$ cat src/rtl/counter_mon_pkg.sv
// Shared types and helpers for the counter event monitor.
// Latency: n/a (types and pure functions only).
// Backpressure: n/a.
package counter_mon_pkg;

    localparam int STAT_W    = 16;
    localparam int DEF_WIDTH = 32;

    typedef enum logic [1:0] {
        NONE      = 2'b00,
        WRAP_UP   = 2'b01,
        WRAP_DOWN = 2'b10,
        JUMP      = 2'b11
    } evt_kind_e;

    // Record layout at the default counter width; the FIFO carries the same
    // field order {kind, match, stamp} as a flat vector for any WIDTH.
    typedef struct packed {
        evt_kind_e              kind;
        logic                   match;
        logic [DEF_WIDTH-1:0]   stamp;
    } evt_rec_t;

    // Saturating statistics update. A clear wins over the old value, but an
    // event landing in the same cycle still counts as one.
    function automatic logic [STAT_W-1:0] stat_next(input logic [STAT_W-1:0] cnt,
                                                    input logic              hit,
                                                    input logic              clr);
        if (clr) begin
            return {{(STAT_W-1){1'b0}}, hit};
        end
        if (hit && (cnt != {STAT_W{1'b1}})) begin
            return cnt + 1'b1;
        end
        return cnt;
    endfunction

endpackage

$ cat src/rtl/counter_event_monitor_if.sv
// Event stream handshake between the monitor (master) and its consumer (slave).
// Latency: n/a (wires only).
// Backpressure: consumer holds evt_ready low to keep the head entry in place.
interface counter_event_monitor_if #(
    parameter int WIDTH = 32
);
    logic             evt_valid;
    logic             evt_ready;
    logic [1:0]       evt_kind;
    logic             evt_match;
    logic [WIDTH-1:0] evt_stamp;

    modport master (
        output evt_valid,
        output evt_kind,
        output evt_match,
        output evt_stamp,
        input  evt_ready
    );

    modport slave (
        input  evt_valid,
        input  evt_kind,
        input  evt_match,
        input  evt_stamp,
        output evt_ready
    );
endinterface

$ cat src/rtl/evt_fifo.sv
// Show-ahead FIFO; head data is valid whenever empty is low (zero when empty).
// Latency: a push is visible at the head on the following cycle.
// Backpressure: full refuses a push unless a pop happens in the same cycle.
// Ports: push/push_dat write side, pop/head_dat read side, full/empty status.
module evt_fifo #(
    parameter int W     = 35,
    parameter int DEPTH = 4
) (
    input  logic         clk,
    input  logic         rst_n,
    input  logic         push,
    input  logic [W-1:0] push_dat,
    input  logic         pop,
    output logic [W-1:0] head_dat,
    output logic         full,
    output logic         empty
);
    localparam int AW = $clog2(DEPTH);

    logic [W-1:0] mem [DEPTH];
    logic [AW:0]  wr_ptr;
    logic [AW:0]  rd_ptr;
    logic         do_push;
    logic         do_pop;

    // The extra MSB distinguishes full (wrapped once) from empty.
    assign empty   = (wr_ptr == rd_ptr);
    assign full    = (wr_ptr[AW] != rd_ptr[AW]) && (wr_ptr[AW-1:0] == rd_ptr[AW-1:0]);
    assign do_pop  = pop && !empty;
    // When full, a simultaneous pop frees the slot being written.
    assign do_push = push && (!full || do_pop);

    always_ff @(posedge clk or negedge rst_n) begin
        if (!rst_n) begin
            wr_ptr <= '0;
            rd_ptr <= '0;
        end else begin
            if (do_push) wr_ptr <= wr_ptr + (AW+1)'(1);
            if (do_pop)  rd_ptr <= rd_ptr + (AW+1)'(1);
        end
    end

    always_ff @(posedge clk) begin
        if (do_push) mem[wr_ptr[AW-1:0]] <= push_dat;
    end

    // Storage is not reset, so the head is forced to zero while empty.
    assign head_dat = empty ? '0 : mem[rd_ptr[AW-1:0]];

endmodule

$ cat src/rtl/counter_event_monitor.sv
// Observes a counter's output, classifies each transition and queues event records.
// Latency: record and stats update on the edge ending the cycle the value appears.
// Backpressure: evt_ready low holds the queue; a push into a full queue is dropped
//   and flagged sticky on evt_lost (stats still count it).
// Ports: clk/rst_n, count_in, cmp_en/cmp_value, clr_stats, evt (event stream),
//   wrap_up_cnt/wrap_dn_cnt/jump_cnt saturating stats, evt_lost.
module counter_event_monitor
    import counter_mon_pkg::*;
#(
    parameter int WIDTH      = 32,
    parameter int FIFO_DEPTH = 4
) (
    input  logic                  clk,
    input  logic                  rst_n,
    input  logic [WIDTH-1:0]      count_in,
    input  logic                  cmp_en,
    input  logic [WIDTH-1:0]      cmp_value,
    input  logic                  clr_stats,
    counter_event_monitor_if.master evt,
    output logic [STAT_W-1:0]     wrap_up_cnt,
    output logic [STAT_W-1:0]     wrap_dn_cnt,
    output logic [STAT_W-1:0]     jump_cnt,
    output logic                  evt_lost
);
    localparam int              REC_W = WIDTH + 3;
    localparam logic [WIDTH-1:0] MAXV = '1;

    logic [WIDTH-1:0] prev_q;
    logic             primed_q;
    evt_kind_e        kind;
    logic             cmp_hit;
    logic             push_req;
    logic             pop;
    logic             drop;
    logic             fifo_full;
    logic             fifo_empty;
    logic [REC_W-1:0] push_dat;
    logic [REC_W-1:0] head_dat;

    // Sample register; the first edge after reset only loads prev_q.
    always_ff @(posedge clk or negedge rst_n) begin
        if (!rst_n) begin
            prev_q   <= '0;
            primed_q <= 1'b0;
        end else begin
            prev_q   <= count_in;
            primed_q <= 1'b1;
        end
    end

    // Wrap cases are tested before the +/-1 step check because MAX->0 and
    // 0->MAX are also single steps modulo 2^WIDTH.
    always_comb begin
        kind = NONE;
        if (prev_q == count_in) begin
            kind = NONE;
        end else if (prev_q == MAXV && count_in == '0) begin
            kind = WRAP_UP;
        end else if (prev_q == '0 && count_in == MAXV) begin
            kind = WRAP_DOWN;
        end else if (count_in == prev_q + WIDTH'(1) || count_in == prev_q - WIDTH'(1)) begin
            kind = NONE;
        end else begin
            kind = JUMP;
        end
    end

    // A held value never re-matches; only entering the match value counts.
    assign cmp_hit  = cmp_en && (count_in == cmp_value) && (prev_q != count_in);
    assign push_req = primed_q && ((kind != NONE) || cmp_hit);
    assign push_dat = {kind, cmp_hit, count_in};

    assign pop  = evt.evt_valid && evt.evt_ready;
    assign drop = push_req && fifo_full && !pop;

    evt_fifo #(
        .W     (REC_W),
        .DEPTH (FIFO_DEPTH)
    ) u_fifo (
        .clk      (clk),
        .rst_n    (rst_n),
        .push     (push_req),
        .push_dat (push_dat),
        .pop      (pop),
        .head_dat (head_dat),
        .full     (fifo_full),
        .empty    (fifo_empty)
    );

    assign evt.evt_valid = !fifo_empty;
    assign evt.evt_kind  = head_dat[REC_W-1 -: 2];
    assign evt.evt_match = head_dat[WIDTH];
    assign evt.evt_stamp = head_dat[WIDTH-1:0];

    // Statistics count every classified event, including dropped ones.
    always_ff @(posedge clk or negedge rst_n) begin
        if (!rst_n) begin
            wrap_up_cnt <= '0;
            wrap_dn_cnt <= '0;
            jump_cnt    <= '0;
            evt_lost    <= 1'b0;
        end else begin
            wrap_up_cnt <= stat_next(wrap_up_cnt, primed_q && kind == WRAP_UP,   clr_stats);
            wrap_dn_cnt <= stat_next(wrap_dn_cnt, primed_q && kind == WRAP_DOWN, clr_stats);
            jump_cnt    <= stat_next(jump_cnt,    primed_q && kind == JUMP,      clr_stats);
            evt_lost    <= drop | (evt_lost & ~clr_stats);
        end
    end

endmodule

$ cat src/flat_wrapper.sv
// flat-port wrapper written by rule: the top's interface ports become plain ports
module counter_event_monitor_flat import counter_mon_pkg::*;
#(
    parameter int WIDTH      = 32,
    parameter int FIFO_DEPTH = 4
)
  (clk, rst_n, count_in, cmp_en, cmp_value, clr_stats, wrap_up_cnt, wrap_dn_cnt, jump_cnt, evt_lost, evt_evt_valid, evt_evt_kind, evt_evt_match, evt_evt_stamp, evt_evt_ready);
  counter_event_monitor_if #(.WIDTH(WIDTH)) evt_i ();
  input  logic clk;
  input  logic rst_n;
  input  logic [WIDTH-1:0] count_in;
  input  logic cmp_en;
  input  logic [WIDTH-1:0] cmp_value;
  input  logic clr_stats;
  output logic [STAT_W-1:0] wrap_up_cnt;
  output logic [STAT_W-1:0] wrap_dn_cnt;
  output logic [STAT_W-1:0] jump_cnt;
  output logic evt_lost;
  output wire logic [$bits(evt_i.evt_valid)-1:0] evt_evt_valid;
  output wire logic [$bits(evt_i.evt_kind)-1:0] evt_evt_kind;
  output wire logic [$bits(evt_i.evt_match)-1:0] evt_evt_match;
  output wire logic [$bits(evt_i.evt_stamp)-1:0] evt_evt_stamp;
  input wire logic [$bits(evt_i.evt_ready)-1:0] evt_evt_ready;
  assign evt_evt_valid = evt_i.evt_valid;
  assign evt_evt_kind = evt_i.evt_kind;
  assign evt_evt_match = evt_i.evt_match;
  assign evt_evt_stamp = evt_i.evt_stamp;
  assign evt_i.evt_ready = evt_evt_ready;
  counter_event_monitor #(.WIDTH(WIDTH), .FIFO_DEPTH(FIFO_DEPTH)) u_core (.clk(clk), .rst_n(rst_n), .count_in(count_in), .cmp_en(cmp_en), .cmp_value(cmp_value), .clr_stats(clr_stats), .evt(evt_i), .wrap_up_cnt(wrap_up_cnt), .wrap_dn_cnt(wrap_dn_cnt), .jump_cnt(jump_cnt), .evt_lost(evt_lost));
endmodule
$ cat config.mk
export PLATFORM = sky130hd
export DESIGN_NAME = counter_event_monitor_flat
export DESIGN_NICKNAME = d
export VERILOG_FILES = /design/src/rtl/counter_mon_pkg.sv /design/src/rtl/counter_event_monitor_if.sv /design/src/rtl/evt_fifo.sv /design/src/rtl/counter_event_monitor.sv /design/src/flat_wrapper.sv
export SDC_FILE = /design/constraint.sdc
export NUM_CORES = 1
export LEC_CHECK = 0
export CAP_MARGIN = 40
export CORE_UTILIZATION = 47
export CTS_BUF_LIST = sky130_fd_sc_hd__clkbuf_4
export CTS_CLUSTER_DIAMETER = 60
export DETAILED_ROUTE_END_ITERATION = 10
export DONT_BUFFER_PORTS = 1
export HOLD_SLACK_MARGIN = 0.12
export PLACE_DENSITY_LB_ADDON = 0.12
export SLEW_MARGIN = 20
export SYNTH_ARGS = -nofsm -noshare
export SYNTH_HDL_FRONTEND = slang
export SYNTH_SLANG_ARGS = --single-unit
$ cat constraint.sdc
create_clock -name clk -period 5.76 [get_ports clk]
set_clock_uncertainty 0.1 [all_clocks]
set_input_delay 1.152 -clock clk [delete_from_list [all_inputs] [get_ports clk]]
set_output_delay 1.152 -clock clk [all_outputs]
set_load 0.05 [all_outputs]
==> impl_metrics.toml, run 1 <==
[synth]
synth-edff-count = 140
muxShareOfSynthArea_pct = 8.04
synth_compound_area_share_pct = 4.86
syn_nets = 1081
synth_top_family_by_area = "simple AND/OR/NAND/NOR gates"
syn_inst = 1002
ys_seq_area_share_pct = 53.7
ys_types = 67
synth_adder_area_share_pct = 1.05
yosysWarnings = 0
yosysTopAreaCell = "edfxtp_1"
synth_area_leaders = "edfxtp_1, dfrtp_1, mux4_2"
synth-seq-cells = 228
synthSimpleGateAreaFrac_pct = 19.9
ys.flop_type = "edfxtp_1"
synth_area_mm2 = 0.0119
syn_avg_cell_area_um2 = 11.9
synth_top_area_share_pct = 35.3
async_reset_ff_share_pct = 38.6
yosys.area_share.xor_xnor_pct = 9.55

[sta]
setup_slack_ns = 1.44
setup_viol = 0
worst_pin_slew_ns = 0.771
fmax_mhz = 232
slew_viol_final = 0
period_minus_slack_ns = 4.32
rsz0062_at_grt = "no"
hold_viol_final = 0
maxSlewHeadroom_pct = 48.1
fin_crit_sh_pct = 74.9
fin_tns_setup_ns = 0
whs_ns = 0.214

[setup_path]
crit_fanout = 33
crit_cells = 11
critPathBufInv = 2
end_kind = "flip-flop"
start_kind = "flip-flop"
cp_cell_sequence = "ha_1, nand3_2, or4_4, nor3_4, nand4_1, and2_1, o21ai_0, inv_1, nand2_1, and4_1, buf_4"
path_class = "flip-flop to flip-flop"
cp_slowest_cell = "or4_4"
cp.arrival_ns = 4.50
reg2reg_depth = 11
cp.required_ns = 5.95
path_delay_family = "simple AND/OR/NAND/NOR gates"
slowest_delay_ns = 0.62

[clock_network]
root_buffer = "clkbuf_4"
cts_resized = 0
clk_latency_ns = 0.71
cts.sinks = 228
cts_tree = "done"
clockBufferDepth = 3
htreeDepth = 2
cts_buffers = 57
cts.clk_slew.worst_paths_ns = 0.07

[finish]
final_cell_area_mm2 = 0.0132
layout_common_cells = "edfxtp_1, clkbuf_4, dfrtp_1"
nFillCells = 2210
syn_to_final_growth_pct = 11.0
final_common_cell = "edfxtp_1"
multi_input_area_mm2 = 0.00519
regArea_mm2 = 0.00641
final_nets = 1128
drive_gt1_share_pct = 18.3

[drt]
wire_per_inst_um = 22.0
detail-route-antenna-nets = 0
drt-total-wl_um = 31300
num_vias = 8473
initialDrtViolationCount = 702
vias_per_cell = 5.95
firstDrtPassIters = 5
drcViolationCount = 0

[place]
dp_hpwl_um = 21400
port_buffers = 0
place_congestion = 0.945
postPlaceCellArea_mm2 = 0.0124
place_ws_ns = 1.36

[power_and_ir_drop]
power.total_w = 0.00593
ir_drop_v = 0.000502
power.density_mw_per_mm2 = 448
power_leakage_nw = 4.78

[global_route]
overflow = 0
grt_first_pass_wirelength_um = 48900
antenna_found_initial = 2
grt_pass1_vias = 8478
grt_max_degree = 89
grt_usage_pct = 24.4

[floorplanning]
initial_core_util_pct = 48.4
core-area_mm2 = 0.0246
dieHeight_um = 161
rows = 57
io_pins = 154
dieWidth_um = 161
die_area_mm2 = 0.0260

[job]
cap_violations = 0

[hold_path]
min_path_type = "input port to asynchronous set/reset pin"

[status]
run_status = "completed"
cell usage after synthesis (all sizes together), types with 6 or more instances:
cell / count
edfxtp: 140
dfrtp: 88
nor2: 80
xor2: 70
xnor2: 60
nand2: 49
nor2b: 45
nand3: 42
nand4: 39
nor4: 36
clkbuf: 35
mux4: 35
nor3: 29
a21oi: 24
buf: 23
inv: 22
o21ai: 17
and4: 15
or3: 15
and3: 14
and2: 10
ha: 10
mux2: 8
mux2i: 8
nand2b: 8
or4: 8
or2: 6
per-stage QoR:
| stage | cells | util [%] |
|---|---|---|
| 2_1_floorplan | 1002 | - |
| 3_3_place_gp | 1278 | 49.4 |
| 3_5_place_dp | 1313 | 50.5 |
| 4_1_cts | 1422 | 53.8 |
| 5_1_grt | 1423 | 53.8 |
| 6_report | 1423 | 53.8 |
repair_timing:
action                    4_1_cts  5_1_grt
setup buffers                   0        0
hold buffers                    1        0
hold endpoints to repair       88        0
power by group:
part	switching [W]	leakage [nW]	total (W)	internal, W
logic	0.00156	1.91	0.00237	0.000810
registers	0.000149	2.41	0.00215	0.00200
clock network	0.000665	0.462	0.00141	0.000746
final timing paths:
| path | start | to | slack [ns] |
|---|---|---|---|
| min reg2reg | u_core.u_fifo.wr_ptr[2] | u_core.u_fifo.wr_ptr[2] | 0.39 |
| max in group asynchronous | rst_n | u_core.prev_q[7] | 4.83 |
| min in group clk | count_in[24] | u_core.prev_q[24] | 0.37 |
| max reg2reg | u_core.prev_q[0] | u_core.u_fifo.mem[2][11] | 1.44 |
| max | u_core.prev_q[0] | u_core.u_fifo.mem[2][11] | 1.44 |
| min | rst_n | u_core.u_fifo.rd_ptr[0] | 0.21 |
cell type report:
class / count / share of cell area [%]
well taps: 324 / 3.06
flip-flops and latches: 228 / 48.4
inverters: 22 / 0.624
clock inverters: 20 / 0.880
diodes: 1 / 0.0189
multi-input cells: 694 / 39.2
clock buffers: 88 / 4.99
repair buffers: 46 / 2.76
sequential cells by signal (all words and copies together), names as in the netlist:
signal / cells
u_core.wrap_up_cnt: 16
u_core.evt_lost: 1
u_core.primed_q: 1
u_core.u_fifo.rd_ptr: 3
u_core.jump_cnt: 16
u_core.prev_q: 32
u_core.wrap_dn_cnt: 16
u_core.u_fifo.mem: 140
u_core.u_fifo.wr_ptr: 3
routing by layer:
metal / wire length, um / vias up / track usage, %
met1: 13500 / 4194 / 33.6
met5: 9 / - / 0
li1: - / 3870 / -
met2: 14700 / 357 / 37.7
met3: 2500 / 50 / 5.88
met4: 663 / 2 / 8.88
cell families (layout without fill, tap and decap cells):
| logic type | after synthesis | count (layout) |
|---|---|---|
| simple gates | 415 | 415 |
| flops | 228 | 228 |
| xor+xnor | 130 | 130 |
| compound gates | 87 | 87 |
| buf+inv | 80 | 176 |
| mux | 51 | 51 |
| fa+ha+maj | 10 | 10 |
| other cells | 1 | 2 |
(Power assumes the default switching activity.)
==> inputs of run 2 (changes only) <==
--- a/config.mk
+++ b/config.mk
@@ -5,6 +5,7 @@
 export SDC_FILE = /design/constraint.sdc
 export NUM_CORES = 1
 export LEC_CHECK = 0
+export ABC_AREA = 1
 export CAP_MARGIN = 40
 export CORE_UTILIZATION = 47
 export CTS_BUF_LIST = sky130_fd_sc_hd__clkbuf_4
==> constraint.sdc (replaced) <==
create_clock -name clk -period 4.15 [get_ports clk]
set_clock_uncertainty 0.1 [all_clocks]
set_input_delay 0.83 -clock clk [delete_from_list [all_inputs] [get_ports clk]]
set_output_delay 0.83 -clock clk [all_outputs]
set_load 0.05 [all_outputs]
==> run 2 against run 1 <==
Effect of this change:
- first-iteration DRC count grew 100%
- critical path depth shrank 5
- register-to-register slack lost 1.0 ns
- total power grew 40%
- critical path type is now flip-flop to output port
- synthesized cell count grew 84%
- cell count grew 65%
- largest power group unchanged
==> impl_metrics.toml, run 2 <==
[status]
run_status = "completed"

[clock_network]
cts.clk_slew.worst_paths_ns = 0.07
cts_setup_buffers = 0
cts_resized = 0
cts_tree = "done"
clk_latency_ns = 0.73
cts.sinks = 228
htreeDepth = 2
hold_buffers = 36
clockBufferDepth = 3
cts_buffers = 60
root_buffer = "clkbuf_4"

[setup_path]
r2r_slack_ns = 0.44
end_kind = "output port"
cp.required_ns = 3.22
regToRegEndpoint = "u_core.u_fifo.mem[3][8]"
cp_cell_sequence = "inv_2, nand2_1, a21oi_1, nand2_2, nand2_1, inv_1"
path_common_cell = "nand2_1"
path_class = "flip-flop to output port"
cp_slowest_cell = "nand2_2"
cp.arrival_ns = 2.84
slowest_delay_ns = 0.60
r2r_start = "u_core.prev_q[0]"
start_kind = "flip-flop"
crit_fanout = 38
reg2reg_depth = 19

[synth]
synth_area_mm2 = 0.0142
synth-seq-cells = 228
syn_nets = 1921
async_reset_ff_share_pct = 38.6
synth.most_common_cell = "nand2_1"
synth_area_leaders = "edfxtp_1, dfrtp_1, nand2_1"
ys.flop_type = "edfxtp_1"
synth-edff-count = 140
syn_avg_cell_area_um2 = 7.71
yosysTopAreaCell = "edfxtp_1"
synth_top_area_share_pct = 29.6
syn_inst = 1842
ys_types = 48
synthTopCellsByCount = "nand2_1, nor2_1, inv_1"
yosysWarnings = 0
ys_seq_area_share_pct = 45.1

[floorplanning]
io_pins = 154
die_area_mm2 = 0.0309
dieHeight_um = 176
dieWidth_um = 176
initial_core_util_pct = 47.8
rows = 63
core-area_mm2 = 0.0297

[sta]
setup_viol = 0
hold_viol_final = 0
fmax_mhz = 265
rsz0062_at_grt = "no"
slew_viol_final = 0
setup_slack_ns = 0.383
fin_crit_sh_pct = 90.8
period_minus_slack_ns = 3.77
maxSlewHeadroom_pct = 46.2
worst_pin_slew_ns = 0.805

[global_route]
overflow = 0
grt_usage_pct = 31.6
antenna_found_initial = 2
grt_max_degree = 89
grt_pass1_vias = 12600
grt_first_pass_wirelength_um = 73500

[power_and_ir_drop]
power.density_mw_per_mm2 = 522
ir_drop_v = 0.000332
power_leakage_nw = 6.87
power.total_w = 0.00830

[place]
dp.cells = 2200
place_congestion = 1.01
dp_hpwl_um = 34100
place_ws_ns = 0.302
postPlaceCellArea_mm2 = 0.0147
port_buffers = 0

[drt]
num_vias = 13300
detail-route-antenna-nets = 0
wire_per_inst_um = 20.7
drcViolationCount = 0
firstDrtPassIters = 6
drt-total-wl_um = 48600
initialDrtViolationCount = 1411
vias_per_cell = 5.66

[finish]
largest_reg_flops = 140
nFillCells = 2897
layout_common_cells = "nand2_1, nor2_1, inv_1"
final_common_cell = "nand2_1"
final_cell_area_mm2 = 0.0159
drive_gt1_share_pct = 10.1
instances_no_fill = 2344
final_nets = 1988
syn_to_final_growth_pct = 11.8

[job]
cap_violations = 0

[hold_path]
min_path_type = "input port to flip-flop"
hold-path-endpoint = "u_core.u_fifo.rd_ptr[2]"
min-delay-start = "evt_evt_ready"
min_path_cells = 2
-- run 2: cell count changes in the layout (fill, tap and decap cells not counted), sizes merged, moves of 34 or more --
cell / delta
nand2: +428
nor2b: -45
dlygate4sd3: +34
o32ai: +34
inv: +210
o21ai: +72
mux4: -35
nor2: +248
xnor2: -45
nand3: +98
-- run 2: worst max path at each step --
stage	from	to	slack (ns)
after global routing	u_core.prev_q[0]	u_core.u_fifo.mem[3][8]	0.14
final	u_core.u_fifo.rd_ptr[0]	evt_evt_stamp[4]	0.38
after detailed placement	count_in[0]	u_core.u_fifo.mem[3][13]	0.30
after floorplan	count_in[15]	u_core.u_fifo.mem[0][0]	-0.07
after global placement	count_in[0]	u_core.u_fifo.mem[3][8]	0.36
after CTS	u_core.u_fifo.rd_ptr[0]	evt_evt_stamp[4]	0.30
-- run 2: metrics by stage --
| stage | setup TNS [ns] | hold WS, ns | util (%) |
|---|---|---|---|
| after global placement | 0 | 0.436 | 49.5 |
| after global routing | 0 | 0.143 | 53.4 |
| after CTS | 0 | 0.132 | 53.4 |
| after floorplan | -9.35 | 0.366 | - |
| final | 0 | 0.183 | 53.4 |
| after detailed placement | 0 | 0.437 | 49.5 |
-- run 2: critical path: cells and delay by family, from the launching register on --
kind / cells / cell delay (ns)
AND/OR/NAND/NOR: 3 / 0.94
flip-flops: 1 / 0.59
buffers and inverters: 2 / 0.49
AO/OA/AOI/OAI: 1 / 0.09
-- run 2: cell type report --
class | instances | area (um^2) | share of cell area [%]
antenna | 1 | 2.50 | 0.0158
sequential | 228 | 6410 | 40.4
tap | 390 | 488 | 3.07
timing repair buffer | 56 | 611 | 3.85
clock buffer | 87 | 653 | 4.11
inverter | 233 | 875 | 5.51
multi-input combinational | 1330 | 6730 | 42.4
clock inverter | 19 | 114 | 0.717
-- run 2: cells by family after synthesis --
kind of cell,Yosys count,share of synthesized area (%)
xor+xnor,72,4.44
other cells,1,0.0264
flops,228,45.1
buf+inv,284,7.79
compound gates,153,6.80
simple gates,1093,34.9
mux,1,0.0792
fa+ha+maj,10,0.881
-- run 2: power by group --
| group | internal, W | switching (W) |
|---|---|---|
| clock | 0.00103 | 0.000946 |
| sequential | 0.00276 | 0.000194 |
| combinational | 0.000671 | 0.00270 |
-- run 2: layer usage --
metal	vias to the layer above	share of wire, %	global-route usage (%)	wire length [um]
met1	6273	43	42.7	20800
met3	137	7.1	5.58	3470
met2	579	46	49.1	22100
met5	-	0	0	0
met4	0	4.4	14.7	2150
li1	6273	-	-	-
